[config.mk]
export PLATFORM = sky130hd
export DESIGN_NAME = mem_bus_arbiter
export DESIGN_NICKNAME = d
export VERILOG_FILES = /design/src/rtl/mem_bus_pkg.sv /design/src/rtl/rr_pick2.sv /design/src/rtl/mem_bus_arbiter.sv
export SDC_FILE = /design/constraint.sdc
export NUM_CORES = 1
export LEC_CHECK = 0
export CAP_MARGIN = 5
export CORE_AREA = 2 2 187 189
export DETAILED_ROUTE_END_ITERATION = 8
export DIE_AREA = 0 0 189 191
export GPL_TIMING_DRIVEN = 0
export PLACE_DENSITY = 0.37
export RECOVER_POWER = 25
export SYNTH_ARGS = -nofsm -noshare
export SYNTH_HDL_FRONTEND = slang
export SYNTH_HIERARCHICAL = 1
export SYNTH_SLANG_ARGS = --single-unit
[constraint.sdc]
create_clock -name clk -period 5.25 [get_ports clk]
set_clock_uncertainty 0.15 [all_clocks]
set_input_delay 1.05 -clock clk [delete_from_list [all_inputs] [get_ports clk]]
set_output_delay 1.05 -clock clk [all_outputs]
set_load 0.03 [all_outputs]
[src/rtl/mem_bus_pkg.sv]
// Shared state, owner and tag-field definitions for the I/D memory bus arbiter.
package mem_bus_pkg;

  typedef logic [2:0] arb_state_t;
  localparam arb_state_t IDLE    = 3'd0;
  localparam arb_state_t ADDR    = 3'd1;
  localparam arb_state_t RDATA   = 3'd2;
  localparam arb_state_t WDATA   = 3'd3;
  localparam arb_state_t RELEASE = 3'd4;

  typedef logic owner_t;
  localparam owner_t OWN_I = 1'b0;
  localparam owner_t OWN_D = 1'b1;

  localparam int unsigned TAGW_DFLT = 13;
  localparam int unsigned READ_BIT  = TAGW_DFLT - 1;

endpackage

[src/rtl/rr_pick2.sv]
// Two-way round-robin chooser: a lone requester wins, a tie goes to whoever did not own last.
module rr_pick2
  import mem_bus_pkg::*;
(
  input  logic [1:0] req_i,
  input  owner_t     last_i,
  output logic [1:0] gnt_o
);

  always_comb begin
    gnt_o = 2'b00;
    unique case (req_i)
      2'b01:   gnt_o = 2'b01;
      2'b10:   gnt_o = 2'b10;
      2'b11:   gnt_o = (last_i == OWN_D) ? 2'b01 : 2'b10;
      default: gnt_o = 2'b00;
    endcase
  end

endmodule

[src/rtl/mem_bus_arbiter.sv]
// Shares one memory bus between the L1 I- and D-caches, locking the grant for a whole line.
module mem_bus_arbiter
  import mem_bus_pkg::*;
#(
  parameter int unsigned ADDRW   = 64,
  parameter int unsigned TAGW    = READ_BIT + 1,
  parameter int unsigned BEATS   = 8,
  parameter int unsigned TIMEOUT = 1024
) (
  input  logic             clk,
  input  logic             reset_n,
  input  logic             i_reqcyc,
  output logic             i_reqack,
  input  logic [ADDRW-1:0] i_req,
  input  logic [TAGW-1:0]  i_reqtag,
  output logic             i_respcyc,
  input  logic             i_respack,
  output logic [ADDRW-1:0] i_resp,
  output logic [TAGW-1:0]  i_resptag,
  input  logic             d_reqcyc,
  output logic             d_reqack,
  input  logic [ADDRW-1:0] d_req,
  input  logic [TAGW-1:0]  d_reqtag,
  output logic             d_respcyc,
  input  logic             d_respack,
  output logic [ADDRW-1:0] d_resp,
  output logic [TAGW-1:0]  d_resptag,
  output logic             bus_reqcyc,
  input  logic             bus_reqack,
  output logic [ADDRW-1:0] bus_req,
  output logic [TAGW-1:0]  bus_reqtag,
  input  logic             bus_respcyc,
  output logic             bus_respack,
  input  logic [ADDRW-1:0] bus_resp,
  input  logic [TAGW-1:0]  bus_resptag,
  output logic [1:0]       grant,
  output logic             timeout_err
);

  localparam int unsigned ReadBit = TAGW - 1;
  localparam int unsigned CntW    = $clog2(BEATS) + 1;
  localparam int unsigned WdW     = $clog2(TIMEOUT);

  arb_state_t      state_q, state_d;
  logic [1:0]      grant_q, grant_d;
  owner_t          last_q, last_d;
  logic            is_read_q, is_read_d;
  logic [CntW-1:0] cnt_q, cnt_d;
  logic [WdW-1:0]  wd_q, wd_d;
  logic            terr_q, terr_d;
  logic [1:0]      pick;
  logic            req_hs, resp_hs, done;

  rr_pick2 u_pick (
    .req_i  ({d_reqcyc, i_reqcyc}),
    .last_i (last_q),
    .gnt_o  (pick)
  );

  assign grant       = grant_q;
  assign timeout_err = terr_q;

  always_comb begin
    bus_reqcyc  = 1'b0;
    bus_req     = '0;
    bus_reqtag  = '0;
    bus_respack = 1'b0;
    i_reqack    = 1'b0;
    i_respcyc   = 1'b0;
    i_resp      = '0;
    i_resptag   = '0;
    d_reqack    = 1'b0;
    d_respcyc   = 1'b0;
    d_resp      = '0;
    d_resptag   = '0;
    unique case (grant_q)
      2'b01: begin
        bus_reqcyc  = i_reqcyc;
        bus_req     = i_req;
        bus_reqtag  = i_reqtag;
        bus_respack = i_respack;
        i_reqack    = bus_reqack;
        i_respcyc   = bus_respcyc;
        i_resp      = bus_resp;
        i_resptag   = bus_resptag;
      end
      2'b10: begin
        bus_reqcyc  = d_reqcyc;
        bus_req     = d_req;
        bus_reqtag  = d_reqtag;
        bus_respack = d_respack;
        d_reqack    = bus_reqack;
        d_respcyc   = bus_respcyc;
        d_resp      = bus_resp;
        d_resptag   = bus_resptag;
      end
      default: ;
    endcase
  end

  assign req_hs  = bus_reqcyc & bus_reqack;
  assign resp_hs = bus_respcyc & bus_respack;

  always_comb begin
    state_d   = state_q;
    grant_d   = grant_q;
    last_d    = last_q;
    is_read_d = is_read_q;
    cnt_d     = cnt_q;
    wd_d      = wd_q;
    terr_d    = 1'b0;
    done      = 1'b0;
    case (state_q)
      IDLE: begin
        wd_d = '0;
        if (pick != 2'b00) begin
          grant_d   = pick;
          is_read_d = pick[0] ? i_reqtag[ReadBit] : d_reqtag[ReadBit];
          state_d   = ADDR;
        end
      end
      ADDR: begin
        if (req_hs) begin
          state_d = is_read_q ? RDATA : WDATA;
          cnt_d   = '0;
        end
      end
      RDATA: begin
        if (resp_hs) begin
          if (cnt_q == CntW'(BEATS - 1)) done = 1'b1;
          else                           cnt_d = cnt_q + CntW'(1);
        end
      end
      WDATA: begin
        if (req_hs) begin
          if (cnt_q == CntW'(BEATS - 1)) done = 1'b1;
          else                           cnt_d = cnt_q + CntW'(1);
        end
      end
      RELEASE: begin
        wd_d    = '0;
        state_d = IDLE;
      end
      default: begin
        state_d = IDLE;
        grant_d = 2'b00;
      end
    endcase

    // Watchdog only runs while a transaction holds the bus; any handshake proves progress.
    if (state_q == ADDR || state_q == RDATA || state_q == WDATA) begin
      if (req_hs || resp_hs) begin
        wd_d = '0;
      end else if (wd_q == WdW'(TIMEOUT - 1)) begin
        terr_d = 1'b1;
        done   = 1'b1;
      end else begin
        wd_d = wd_q + WdW'(1);
      end
      if (done) begin
        state_d = RELEASE;
        grant_d = 2'b00;
        last_d  = grant_q[1] ? OWN_D : OWN_I;
      end
    end
  end

  always_ff @(posedge clk or negedge reset_n) begin
    if (!reset_n) begin
      state_q   <= IDLE;
      grant_q   <= 2'b00;
      last_q    <= OWN_D;
      is_read_q <= 1'b0;
      cnt_q     <= '0;
      wd_q      <= '0;
      terr_q    <= 1'b0;
    end else begin
      state_q   <= state_d;
      grant_q   <= grant_d;
      last_q    <= last_d;
      is_read_q <= is_read_d;
      cnt_q     <= cnt_d;
      wd_q      <= wd_d;
      terr_q    <= terr_d;
    end
  end

endmodule

## After elaboration in Yosys (flattened, before gate mapping)

Cells that the tools add are included.

| operators by class | value |
|---|---|
| add/subtract/negate cells | 2 |
| mux-type cells | 45 |
| reduce and logical (&&, ||, !) cells | 12 |
| equal/unequal tests | 14 |
| bitwise operators | 2 |

Operators with widths:

| kind | number |
|---|---|
| $mux W64 | 2 |
| $pmux W64 S2 | 1 |
| $mux W10 | 4 |
| $mux W13 | 2 |
| $pmux W13 S2 | 1 |
| $mux W1 | 16 |
| $mux W4 | 4 |
| $mux W3 | 4 |
| $pmux W4 S3 | 1 |
| $add A10 B1 Y10 const B | 1 |
| $eq A10 B10 Y1 const B | 1 |
| $pmux W3 S3 | 1 |
| $mux W2 | 4 |
| $eq A2 B2 Y1 const B | 3 |
| $eq A3 B2 Y1 const B | 2 |
| $ne A2 B2 Y1 const B | 3 |
| $pmux W1 S2 | 3 |
| $pmux W2 S3 | 1 |
| $add A4 B1 Y4 const B | 1 |
| $eq A2 B1 Y1 const B | 2 |
| $eq A4 B3 Y1 const B | 1 |
| $pmux W2 S2 | 1 |
| $reduce_and A2 Y1 | 2 |
| $reduce_and A4 Y1 | 1 |
| 9 further kinds | 13 |

| storage, ports and cells | value |
|---|---|
| bits in registers | 22 |
| input bits | 239 |
| logic and storage cells | 82 |
| output and inout port bits | 240 |

## Depth between registers and ports, before layout

| depth | value |
|---|---|
| depth after elaboration | 10 |
| depth in mapped cells | 8 |
| gate-level depth less buffers | 7 |

## Modules after synthesis

Netlist, hierarchy kept.

Modules (own cells, without submodules):

| module | sequential area each (um^2) | cells an instance | instances | area each (um^2) |
|---|---|---|---|---|
| mem_bus_arbiter | 551.8 | 496 | 1 | 3321.9 |
| rr_pick2 | 0.0 | 3 | 1 | 18.8 |

## Worst setup path before layout

OpenSTA, ideal clock, no wires.

| path | value |
|---|---|
| path kind | reg-to-output |
| from | register grant_q[1], in the netlist grant[1] |
| to | output bus_req[0] |
| arrival | 1930 ps |
| buffers on the path | 2 |
| stages on the path, launching flop included | 6 |
| required time | 4050 ps |
| slack | 2120 ps |
| path through | dfrtp_1 ha_1 clkbuf_1 clkbuf_1 a22oi_1 nor2_1 |

| between the ends | value |
|---|---|
| word-level cells in the longest chain between the ends | 2 |
| elaborated cells between the ends (all ways) | 3 |
| classes of those cells | eq/ne (2); mux (1) |

Ends and longest elaborated chain:

| item | RTL line | source |
|---|---|---|
| start: declaration | mem_bus_arbiter.sv:45 | `logic [1:0] grant_q, grant_d;` |
| start signal: assignment | mem_bus_arbiter.sv:179 | `grant_q <= grant_d;` |
| $eq A2 B2 Y1 / $eq A2 B1 Y1 (equally long branches) | mem_bus_arbiter.sv:76 | `unique case (grant_q)` |
| $pmux W64 S2 * | mem_bus_arbiter.sv:76 |  |
| end: declaration | mem_bus_arbiter.sv:30 | `output logic [ADDRW-1:0] bus_req,` |

Mark *: on every way between the ends. The rest lies on a longest branch, timed or not.

## Worst setup path in the final report

| path | value |
|---|---|
| from | register grant_q[1], in the netlist grant[1] |
| to | output bus_req[51] |

Same word-level chain as after synthesis.

==> impl_metrics.ini <==
[floorplanning]
die_h_um = 191
std_cell_rows = 68
pin_count = 479
die-area_um2 = 36100
fp.dieW_um = 189
core_um2 = 34120
initial_core_util_pct = 9.792

[sta]
relSlewSlack_pct = 27.93
setup_violations = 0
slew_violations = 0
finalHoldViolCount = 0
rsz0062_at_grt = no
hold_ws_ps = 423.2
post-route-period-util_pct = 88.72
setup_tns_ps = 0
worst_slew_pin_slew_ps = 1078
worst_slack_ps = 592.3
min_period_ps = 4658
maxClockFrequency_mhz = 214.7

[synthesis]
syn_nets = 742
yosys-top-cells-area = and2_1, a22oi_1, dfrtp_1, nor2_1, clkbuf_1
netlist_area_um2 = 3341
synth_seq_area_share_pct = 16.52
synth_warnings = 6
synth_cells = 499
synthArstFlopShare_pct = 100.0
synth-seq-cells = 22
synth_top_area_share_pct = 29.59
synth_ff_type = dfrtp_1
synth_cell_types = 52
yosys.area.top_type = and2_1
syn_area_per_cell_um2 = 6.695
synth_edf_count = 0

[setup_path]
reg2reg_depth = 8
max_stage_delay_ps = 810
endpoint = bus_req[51]
reg2reg_from = grant[0]
crit_arrival_ps = 3460
cp-start-kind = flip-flop
reg2reg_setup_slack_ps = 2580
critPathLaunch = grant[1]
crit_required_ps = 4050
crit_path_max_fanout = 10
end_kind = output pin
reg2reg_to = last_q
cp_cell_sequence = inv_1 -> ha_1 -> clkbuf_1 -> buf_1 -> a22oi_1 -> nor2_1 -> clkdlybuf4s50_1
worstSetupPathType = flip-flop to output pin
slowest_stage = clkdlybuf4s50_1

[place]
pre_cts_slack_ps = 684.3
place_area_um2 = 8695
dp.cells = 1432
place.gp.congestion = 0.8570
hpwl_um = 25980
place.port_buffers = 478

[detailed_routing]
antenna_left = 0
drtPass1Iterations = 4
vias_per_cell = 3.754
route.met3.wl_um = 2200
totalWireLength_um = 29900
wl_met2_um = 15660
vias = 5398
routedWlPerCell_um = 20.79
drc_errors = 0
wl_met1_um = 11650
drt_iter0_drc = 232
top_layer = met5

[grt]
grt_overflow = 0
grt_pass1_vias = 5637
grt_use_total_pct = 15.50
grt_max_degree = 23
antenna_found_initial = 5
grt_pass1_wl_um = 40870

[cts]
cts_made_buffers = 3
htree_num_levels = 1
cts_hold_buffers = 0
cts_num_sinks = 22
cts_tree = done
clock_latency_ps = 260
cts-root-buf = clkbuf_16
cts.repair.resized = 0
clk_pin_slew_ps = 70
cts.repair_timing.setup_buffer_count = 0
cts_buffer_depth = 2

[layout]
final_area_um2 = 8777
finish.utilization_pct = 25.73
fillers = 3769
stdcell_count = 1438
area_delta_synth_final_pct = 162.7
fin_nets = 1225
drive_gt1_share_pct = 1.325

[status]
outcome = completed

[job]
cap_violations = 0

[power]
power_density_nw_per_um2 = 528.3
p_leak_nw = 3.250
ir_drop_mv = 0.2108
power_mw = 4.637

[worst_hold_path]
hold_path_class = flip-flop to flip-flop
hold_depth = 2
-- cell usage after synthesis, types with 3 or more instances --
| library cell | count |
|---|---|
| nand2_1 | 13 |
| xor2_1 | 4 |
| a22oi_1 | 79 |
| nand3_1 | 11 |
| a31oi_1 | 3 |
| dfrtp_1 | 21 |
| nor2_1 | 92 |
| o21ai_0 | 6 |
| and3_1 | 4 |
| nor3_1 | 5 |
| ha_1 | 4 |
| and2_1 | 158 |
| clkbuf_1 | 40 |
| buf_1 | 4 |
| inv_1 | 8 |
| a21oi_1 | 4 |
-- power by group --
group | switching, mW | total (mW) | internal [mW]
Combinational | 2.58 | 4.15 | 1.57
Sequential | 0.0511 | 0.269 | 0.218
Clock | 0.0695 | 0.221 | 0.152
-- per-layer routing --
metal  track usage [%]  up-vias
met3             4.847       20
met1             17.56     2496
li1                  -     2690
met2             28.95      186
met5                 0        -
met4             2.073        6
-- final cells by class --
cell class / count / area, um2 / area share, %
Timing Repair Buffer: 478 / 4785 / 54.51
Multi-Input combinational cell: 423 / 2550 / 29.05
Tap cell: 455 / 569.3 / 6.486
Sequential cell: 22 / 551.8 / 6.287
Buffer: 46 / 181.4 / 2.067
Clock buffer: 3 / 75.07 / 0.8553
Clock inverter: 1 / 30.03 / 0.3421
Inverter: 8 / 30.03 / 0.3421
Antenna cell: 2 / 5.005 / 0.05702
-- worst min-delay path by stage --
stage	to	start
global placement	wd_q[6]	wd_q[6]
CTS	wd_q[6]	wd_q[6]
global route	wd_q[6]	wd_q[6]
floorplan	is_read_q	is_read_q
detailed placement	wd_q[6]	wd_q[6]
finish	wd_q[6]	wd_q[6]
-- worst max-delay path: cells and delay by family (launching register included) --
kind	cells	cell delay, ps
buffers and inverters	4	2130
AO/OA/AOI/OAI	1	190
flip-flops	1	440
adder cells (fa/ha/maj)	1	290
AND/OR/NAND/NOR	1	140
-- layout by cell type, fill, tap and decap left out, types with 2 or more instances in the layout --
cell,n
a211oi_1,2
a21boi_0,2
a21oi_1,4
a22oi_1,80
a31oi_1,3
and2_1,158
and3_1,4
buf_1,4
clkbuf_1,40
clkbuf_16,3
clkdlybuf4s50_1,449
dfrtp_1,21
diode_2,2
dlygate4sd3_1,29
ha_1,4
inv_1,8
nand2_1,13
nand3_1,11
nand4_1,2
nor2_1,92
nor2b_1,2
nor3_1,5
nor3_2,2
o21ai_0,8
o22ai_1,2
or3_1,2
xor2_1,4
-- state kept, by name, indices dropped and copies added, names as in the netlist --
name         flops
last_q           1
cnt_q            4
wd_q            10
state_q          3
grant            2
timeout_err      1
is_read_q        1
-- cells by family after synthesis --
| family | Yosys count | share of synthesized area (%) |
|---|---|---|
| adder cells (fa/ha/maj) | 4 | 1.498 |
| XOR/XNOR | 5 | 1.311 |
| buffers and inverters | 54 | 6.329 |
| flip-flops | 22 | 16.52 |
| AO/OA/AOI/OAI | 113 | 24.94 |
| multiplexers | 1 | 0.3371 |
| AND/OR/NAND/NOR | 300 | 49.06 |
No activity file was read; power rests on OpenSTA's default activity.
